`src/rtl/resdmac_top_if.sv`:
```
// CPU-side and peripheral-port bus of the SDMAC replacement. Each tristate line is
// split into input, output value and drive enable so the board-level buffers stay outside.
interface resdmac_top_if;
    logic        cs_n;
    logic        as_n;
    logic        ds_n;
    logic        r_w;
    logic [4:0]  addr;
    logic [31:0] data_in;
    logic [31:0] data_out;
    logic        data_drv;
    logic [1:0]  dsack_n;
    logic        dsack_drv;
    logic [7:0]  pd_in;
    logic [7:0]  pd_out;
    logic        pd_drv;
    logic        ior_n;
    logic        iow_n;
    logic        css_n;

    modport slave (
        input  cs_n, as_n, ds_n, r_w, addr, data_in, pd_in,
        output data_out, data_drv, dsack_n, dsack_drv, pd_out, pd_drv, ior_n, iow_n, css_n
    );

    modport master (
        output cs_n, as_n, ds_n, r_w, addr, data_in, pd_in,
        input  data_out, data_drv, dsack_n, dsack_drv, pd_out, pd_drv, ior_n, iow_n, css_n
    );
endinterface

```
`src/rtl/resdmac_top.sv`:
```
// Amiga 3000 SDMAC replacement: register file slave at $00DD0000 plus a CPU bridge to
// the WD33C93A. No bus-master engine; DMA start/stop only toggle the activity flag.
module resdmac_top (
    input  logic clk,
    input  logic rst_n,
    resdmac_top_if.slave bus,
    input  logic sterm_n_i,
    input  logic berr_n_i,
    input  logic bg_n_i,
    input  logic dreq_n_i,
    input  logic inta_i,
    output logic int_n_o,
    output logic int_oe_o,
    output logic siz1_o,
    output logic br_n_o,
    output logic br_oe_o,
    output logic bgack_n_o,
    output logic bgack_oe_o,
    output logic dmaen_n_o,
    output logic dack_n_o,
    output logic led_rd_n_o,
    output logic led_wr_n_o,
    output logic led_dma_n_o,
    output logic own_n_o,
    output logic data_oe_n_o,
    output logic pdata_oe_n_o
);
    typedef enum logic [2:0] {
        ST_IDLE, ST_START, ST_REG_ACK, ST_SCSI_WAIT, ST_SCSI_ACK
    } state_t;

    state_t      state_q, state_d;
    logic [1:0]  wait_q, wait_d;
    logic [31:0] rdata_q, rdata_d;
    logic        rw_q;
    logic [4:0]  addr_q;
    logic [1:0]  dawr_q;
    logic [23:0] wtc_q;
    logic [8:0]  cntr_q;
    logic [31:2] acr_q;
    logic        dma_act_q;
    logic        acc_stb;
    logic        cycle_start;
    logic        int_act;
    logic [31:0] reg_rdata;
    logic        unused_sigs;

    // DAWR is write-only and has nothing to steer without a DMA engine.
    assign unused_sigs = &{sterm_n_i, berr_n_i, bg_n_i, dreq_n_i, dawr_q};

    assign cycle_start = !bus.cs_n && !bus.as_n && !bus.ds_n;
    assign int_act     = inta_i && cntr_q[2];

    always_comb begin
        reg_rdata = 32'd0;
        case (addr_q)
            5'd1:    reg_rdata = {8'd0, wtc_q};
            5'd2:    reg_rdata = {23'd0, cntr_q};
            5'd3:    reg_rdata = {acr_q, 2'b00};
            5'd7:    reg_rdata = {23'd0, int_act, inta_i, inta_i, 1'b0, int_act, 3'd0, 1'b1};
            default: reg_rdata = 32'd0;
        endcase
    end

    always_comb begin
        state_d = state_q;
        wait_d  = wait_q;
        rdata_d = rdata_q;
        acc_stb = 1'b0;
        case (state_q)
            ST_IDLE: if (cycle_start) state_d = ST_START;
            ST_START: begin
                if (bus.as_n) begin
                    state_d = ST_IDLE;
                end else if (addr_q[4]) begin
                    state_d = ST_SCSI_WAIT;
                    wait_d  = 2'd0;
                end else begin
                    state_d = ST_REG_ACK;
                    acc_stb = 1'b1;
                    rdata_d = reg_rdata;
                end
            end
            // Three extra clocks give the WD33C93A its access time before DSACK.
            ST_SCSI_WAIT: begin
                if (bus.as_n) begin
                    state_d = ST_IDLE;
                end else if (wait_q == 2'd2) begin
                    state_d = ST_SCSI_ACK;
                    rdata_d = {4{bus.pd_in}};
                end else begin
                    wait_d = wait_q + 2'd1;
                end
            end
            ST_REG_ACK, ST_SCSI_ACK: if (bus.as_n) state_d = ST_IDLE;
            default: state_d = ST_IDLE;
        endcase
    end

    always_ff @(posedge clk or negedge rst_n) begin
        if (!rst_n) begin
            state_q   <= ST_IDLE;
            wait_q    <= 2'd0;
            rdata_q   <= 32'd0;
            rw_q      <= 1'b0;
            addr_q    <= 5'd0;
            dawr_q    <= 2'd0;
            wtc_q     <= 24'd0;
            cntr_q    <= 9'd0;
            acr_q     <= 30'd0;
            dma_act_q <= 1'b0;
        end else begin
            state_q <= state_d;
            wait_q  <= wait_d;
            rdata_q <= rdata_d;
            if (state_q == ST_IDLE && cycle_start) begin
                rw_q   <= bus.r_w;
                addr_q <= bus.addr;
            end
            if (acc_stb) begin
                if (addr_q == 5'd4)  dma_act_q <= 1'b1;
                if (addr_q == 5'd15) dma_act_q <= 1'b0;
                if (!rw_q) begin
                    case (addr_q)
                        5'd0:    dawr_q <= bus.data_in[1:0];
                        5'd1:    wtc_q  <= bus.data_in[23:0];
                        5'd2:    cntr_q <= bus.data_in[8:0];
                        5'd3:    acr_q  <= bus.data_in[31:2];
                        default: ;
                    endcase
                end
            end
        end
    end

    logic reg_ack, scsi_act, ack, active;
    assign reg_ack  = (state_q == ST_REG_ACK);
    assign scsi_act = (state_q == ST_SCSI_WAIT) || (state_q == ST_SCSI_ACK);
    assign ack      = reg_ack || (state_q == ST_SCSI_ACK);
    assign active   = (state_q != ST_IDLE);

    assign bus.dsack_drv = ack;
    assign bus.dsack_n   = ack ? 2'b00 : 2'b11;
    assign bus.data_drv  = ack && rw_q;
    assign bus.data_out  = rdata_q;
    assign bus.css_n     = !scsi_act;
    assign bus.ior_n     = !(scsi_act && rw_q);
    assign bus.iow_n     = !(scsi_act && !rw_q);
    assign bus.pd_drv    = scsi_act && !rw_q;
    assign bus.pd_out    = bus.data_in[7:0];

    assign data_oe_n_o  = !((reg_ack && rw_q) || scsi_act);
    assign pdata_oe_n_o = !scsi_act;
    assign led_rd_n_o   = !(active && rw_q);
    assign led_wr_n_o   = !(active && !rw_q);
    assign led_dma_n_o  = !dma_act_q;
    assign int_oe_o     = int_act;
    assign int_n_o      = !int_act;

    assign siz1_o     = 1'b0;
    assign br_n_o     = 1'b1;
    assign br_oe_o    = 1'b0;
    assign bgack_n_o  = 1'b1;
    assign bgack_oe_o = 1'b0;
    assign dmaen_n_o  = 1'b1;
    assign dack_n_o   = 1'b1;
    assign own_n_o    = 1'b1;
endmodule

```
`src/flat_wrapper.sv`:
```
// flat-port wrapper written by rule: the top's interface ports become plain ports
module resdmac_top_flat 
  (clk, rst_n, sterm_n_i, berr_n_i, bg_n_i, dreq_n_i, inta_i, int_n_o, int_oe_o, siz1_o, br_n_o, br_oe_o, bgack_n_o, bgack_oe_o, dmaen_n_o, dack_n_o, led_rd_n_o, led_wr_n_o, led_dma_n_o, own_n_o, data_oe_n_o, pdata_oe_n_o, bus_cs_n, bus_as_n, bus_ds_n, bus_r_w, bus_addr, bus_data_in, bus_pd_in, bus_data_out, bus_data_drv, bus_dsack_n, bus_dsack_drv, bus_pd_out, bus_pd_drv, bus_ior_n, bus_iow_n, bus_css_n);
  resdmac_top_if bus_i ();
  input  logic clk;
  input  logic rst_n;
  input  logic sterm_n_i;
  input  logic berr_n_i;
  input  logic bg_n_i;
  input  logic dreq_n_i;
  input  logic inta_i;
  output logic int_n_o;
  output logic int_oe_o;
  output logic siz1_o;
  output logic br_n_o;
  output logic br_oe_o;
  output logic bgack_n_o;
  output logic bgack_oe_o;
  output logic dmaen_n_o;
  output logic dack_n_o;
  output logic led_rd_n_o;
  output logic led_wr_n_o;
  output logic led_dma_n_o;
  output logic own_n_o;
  output logic data_oe_n_o;
  output logic pdata_oe_n_o;
  input wire logic [$bits(bus_i.cs_n)-1:0] bus_cs_n;
  input wire logic [$bits(bus_i.as_n)-1:0] bus_as_n;
  input wire logic [$bits(bus_i.ds_n)-1:0] bus_ds_n;
  input wire logic [$bits(bus_i.r_w)-1:0] bus_r_w;
  input wire logic [$bits(bus_i.addr)-1:0] bus_addr;
  input wire logic [$bits(bus_i.data_in)-1:0] bus_data_in;
  input wire logic [$bits(bus_i.pd_in)-1:0] bus_pd_in;
  output wire logic [$bits(bus_i.data_out)-1:0] bus_data_out;
  output wire logic [$bits(bus_i.data_drv)-1:0] bus_data_drv;
  output wire logic [$bits(bus_i.dsack_n)-1:0] bus_dsack_n;
  output wire logic [$bits(bus_i.dsack_drv)-1:0] bus_dsack_drv;
  output wire logic [$bits(bus_i.pd_out)-1:0] bus_pd_out;
  output wire logic [$bits(bus_i.pd_drv)-1:0] bus_pd_drv;
  output wire logic [$bits(bus_i.ior_n)-1:0] bus_ior_n;
  output wire logic [$bits(bus_i.iow_n)-1:0] bus_iow_n;
  output wire logic [$bits(bus_i.css_n)-1:0] bus_css_n;
  assign bus_i.cs_n = bus_cs_n;
  assign bus_i.as_n = bus_as_n;
  assign bus_i.ds_n = bus_ds_n;
  assign bus_i.r_w = bus_r_w;
  assign bus_i.addr = bus_addr;
  assign bus_i.data_in = bus_data_in;
  assign bus_i.pd_in = bus_pd_in;
  assign bus_data_out = bus_i.data_out;
  assign bus_data_drv = bus_i.data_drv;
  assign bus_dsack_n = bus_i.dsack_n;
  assign bus_dsack_drv = bus_i.dsack_drv;
  assign bus_pd_out = bus_i.pd_out;
  assign bus_pd_drv = bus_i.pd_drv;
  assign bus_ior_n = bus_i.ior_n;
  assign bus_iow_n = bus_i.iow_n;
  assign bus_css_n = bus_i.css_n;
  resdmac_top u_core (.clk(clk), .rst_n(rst_n), .bus(bus_i), .sterm_n_i(sterm_n_i), .berr_n_i(berr_n_i), .bg_n_i(bg_n_i), .dreq_n_i(dreq_n_i), .inta_i(inta_i), .int_n_o(int_n_o), .int_oe_o(int_oe_o), .siz1_o(siz1_o), .br_n_o(br_n_o), .br_oe_o(br_oe_o), .bgack_n_o(bgack_n_o), .bgack_oe_o(bgack_oe_o), .dmaen_n_o(dmaen_n_o), .dack_n_o(dack_n_o), .led_rd_n_o(led_rd_n_o), .led_wr_n_o(led_wr_n_o), .led_dma_n_o(led_dma_n_o), .own_n_o(own_n_o), .data_oe_n_o(data_oe_n_o), .pdata_oe_n_o(pdata_oe_n_o));
endmodule
```
`config.mk`:
```
export PLATFORM = sky130hd
export DESIGN_NAME = resdmac_top_flat
export DESIGN_NICKNAME = d
export VERILOG_FILES = /design/src/rtl/resdmac_top_if.sv /design/src/rtl/resdmac_top.sv /design/src/flat_wrapper.sv
export SDC_FILE = /design/constraint.sdc
export NUM_CORES = 1
export LEC_CHECK = 0
export ABC_CLOCK_PERIOD_IN_PS = 2500
export BUFFER_PORTS_ARGS = -buffer_cell sky130_fd_sc_hd__buf_2
export CORE_AREA = 2 2 100 102
export CTS_CLUSTER_DIAMETER = 100
export CTS_CLUSTER_SIZE = 16
export DETAILED_ROUTE_END_ITERATION = 12
export DIE_AREA = 0 0 102 104
export PLACE_DENSITY = 0.81
export RECOVER_POWER = 100
export SYNTH_ARGS = -nofsm -noshare
export SYNTH_HDL_FRONTEND = slang
export SYNTH_SLANG_ARGS = --single-unit
export TNS_END_PERCENT = 1
```
`constraint.sdc`:
```
create_clock -name clk -period 2.5 [get_ports clk]
set_input_delay 0.375 -clock clk [delete_from_list [all_inputs] [get_ports clk]]
set_output_delay 0.375 -clock clk [all_outputs]
set_load 0.005 [all_outputs]
```
==> metrics.yaml <==
grt:
  grt_pass1_wl_mm: 18.37
  overflow: 0
  grt_max_degree: 53
  track_usage: 0.2244
  grt_pass1_vias: 3659
  antenna_found_initial: 1
floorplanning:
  die_w_um: 102
  die_y_um: 104
  io_pins: 119
  dieArea_mm2: 0.01061
  coreArea_mm2: 0.009549
  fp-row-count: 36
  start_util: 0.5312
synthesis:
  synth_most_common_cell: "dfrtp_1"
  ys_seq_area_frac: 0.5279
  synth_area_leader_cell: "dfrtp_1"
  async_reset_ff_frac: 1.000
  synth_top_family_by_area: "multiplexers"
  synth_top_area_frac: 0.5279
  ys_seq_elements: 107
  synth_mux_area_frac: 0.2141
  synth-simple-area-share: 0.1014
  yosys.cell_types.count: 50
  synthAdderAreaFrac: 0.002467
  synth_top_cells_by_count: "107 x dfrtp_1, 52 x mux2_2, 43 x nor2_1, 27 x nand2_1, 24 x a21oi_1"
  synth_compound_area_frac: 0.09423
  avgSynthCellArea_um2: 11.88
  synthCells: 427
  synthesis.area_mm2: 0.005072
  synth-main-ff-cell: "dfrtp_1"
  synth-edff-count: 0
  yosys.area_share.xor_xnor: 0.001727
  yosysWarnings: 0
  synthTopCellsByArea: "dfrtp_1 53%, mux2_2 12%, mux2_4 5.9%"
setup_path:
  crit_type: "reg2out"
  r2r-start: "u_core.addr_q[0]$_DFFE_PN0P_"
  required_ns: 2.12
  critPathCaptureType: "primary output"
  startpoint_type: "flop"
  arrival_ns: 1.86
  path_max_fanout: 10
  cp-startpoint: "u_core.state_q[2]$_DFFE_PN0P_"
power:
  p_sw_frac: 0.3094
  p_sw_mw: 1.403
  seq_power_share: 0.526
  power.density_mw_per_mm2: 793.6
  p_int_mw: 3.132
  combPwrFrac: 0.237
  clock_power_share: 0.238
  peakVddDrop_uv: 475.1
  leakage_nw: 2.724
sta:
  maxSlewHeadroom: 0.1580
  fin_crit_ns: 2.238
  tightest_slew_ns: 1.263
  finalSetupViolations: 0
  drv_slew: 0
  post-route-period-util: 0.8954
  rsz0062_at_grt: "no"
  timing.final.hold_violations: 0
  max_freq_ghz: 0.4467
  fin_skew_ns: 0.01231
  tns_ns: 0
placed_design:
  port-buffer-count: 106
  gp_congestion: 0.8369
  dpl_cell_area_mm2: 0.005685
  hpwl_mm: 8.386
hold_path:
  worst_hold_path_type: "in2reg"
  hp-start: "bus_as_n"
clock_network:
  cts_buffers: 9
  cts_root_buf: "clkbuf_8"
  clk_pin_slew_ns: 0.09
  h-tree-depth: 3
  clockBufferDepth: 2
  cts_num_sinks: 107
  clk_latency_ns: 0.37
  post-cts-setup-buffers: 0
  post_cts_resized: 0
  ctsHoldBuffers: 0
  cts_tree: "built"
final_layout:
  utilization: 0.5984
  fin_nets: 581
  drive_above_1_share: 0.3100
  area_delta_synth_final_pct: 12.65
  design_area_mm2: 0.005714
route:
  post-route-drc-count: 0
  routedWlPerCell_um: 17.25
  routed_via_density: 5.443
  drt_iter0_markers: 188
  drt-pass1-iter-count: 4
  routed_wl_mm: 11.44
  ant_nets: 0
  vias: 3609
flow_run:
  maxCapViolations: 0
run_status:
  outcome: "completed"
==> power groups by stage <==
stage	clock [mW]	combinational [mW]	sequential, mW
after CTS	1.10	1.16	2.38
final	1.08	1.07	2.39
after global placement	0	1.11	2.39
after global routing	1.17	1.20	2.42
after detailed placement	0	1.15	2.41
after floorplan	0	0.663	2.33
==> worst max-delay path, cell delays in order, from the launching register on <==
cell      delay, ns
dfrtp_1        0.35
clkbuf_1       0.34
and3b_1        0.26
a21oi_1        0.26
or2_2          0.18
inv_1          0.03
clkbuf_1       0.09
==> state kept, by name, summed over array words and instances (netlist names) <==
register and cells:
u_core.cntr_q 9, u_core.dma_act_q 1, u_core.rw_q 1, u_core.addr_q 5, u_core.state_q 3, u_core.wtc_q 24
u_core.acr_q 30, u_core.wait_q 2, u_core.bus.data_out 32
==> cell type report <==
class,instances,area [um^2]
multi-input cells,277,2034
repair buffers,122,604.3
well taps,133,166.4
clock inverters,5,61.31
flip-flops and latches,107,2678
fillers,853,3835
inverters,7,26.28
diodes,1,2.502
clock buffers,11,141.4
==> cells in the final DEF, fill, tap and decap left out, drive strengths merged, types with 2 or more instances in the layout <==
cell type / synthesis / layout
mux2: 72 / 72
or3: 2 / 2
and3: 2 / 2
or2: 4 / 4
nor2: 43 / 43
conb: 2 / 8
o21ai: 3 / 3
and2: 3 / 3
a22oi: 6 / 6
nand3: 2 / 2
a211oi: 3 / 3
mux2i: 20 / 20
nor2b: 3 / 3
nand2: 29 / 29
a31oi: 2 / 2
clkinv: 0 / 3
dfrtp: 107 / 107
buf: 32 / 86
nor3: 5 / 5
nand2b: 2 / 2
o22a: 15 / 15
o22ai: 10 / 10
a21oi: 25 / 25
clkbuf: 10 / 47
inv: 7 / 8
==> path summary, 6_finish.rpt <==
path | end | cells past startpoint | slack, ns
worst max-delay path | bus_pd_drv | 6 | 0.26
worst min-delay path | u_core.state_q[2]$_DFFE_PN0P_ | 2 | 0.21
worst max register to register | u_core.acr_q[4]$_DFFE_PN0P_ | 4 | 0.29
worst min register to register | u_core.wait_q[0]$_DFFE_PN0P_ | 1 | 0.49
max in group asynchronous | u_core.bus.data_out[29]$_DFFE_PN0P_ | 2 | 0.83
min in group asynchronous | u_core.bus.data_out[25]$_DFFE_PN0P_ | 1 | 0.27
==> kinds of logic (layout without fill, tap and decap cells) <==
group,after synthesis,after routing
flops,107,107
simple gates,104,104
mux,92,92
compound gates,71,71
buf+inv,49,145
other cells,2,9
fa+ha+maj,1,1
xor+xnor,1,1
==> metrics by stage <==
| stage | hold slack, ns | worst slack [ns] | std cells | power (mW) |
|---|---|---|---|---|
| CTS | 0.04376 | 0.2997 | 662 | 4.636 |
| finish | 0.2124 | 0.2616 | 663 | 4.535 |
| detailed placement | 0.4495 | 0.2999 | 646 | 3.562 |
| global placement | 0.4373 | 0.3528 | 646 | 3.503 |
| floorplan | 0.07941 | 0.6580 | 433 | 2.994 |
| global route | 0.1997 | 0.09527 | 663 | 4.786 |
==> metal layers <==
| layer | up-vias | share of wire | routed length (um) | GRT usage |
|---|---|---|---|---|
| met5 | - | 0 | 0 | 0 |
| met4 | 0 | 0.014 | 161 | 0.06762 |
| met3 | 14 | 0.061 | 703 | 0.06519 |
| met2 | 114 | 0.52 | 5977 | 0.3703 |
| met1 | 1807 | 0.40 | 4595 | 0.2850 |
| li1 | 1674 | - | - | - |
Note: power is estimated with default switching activity, not from simulation.
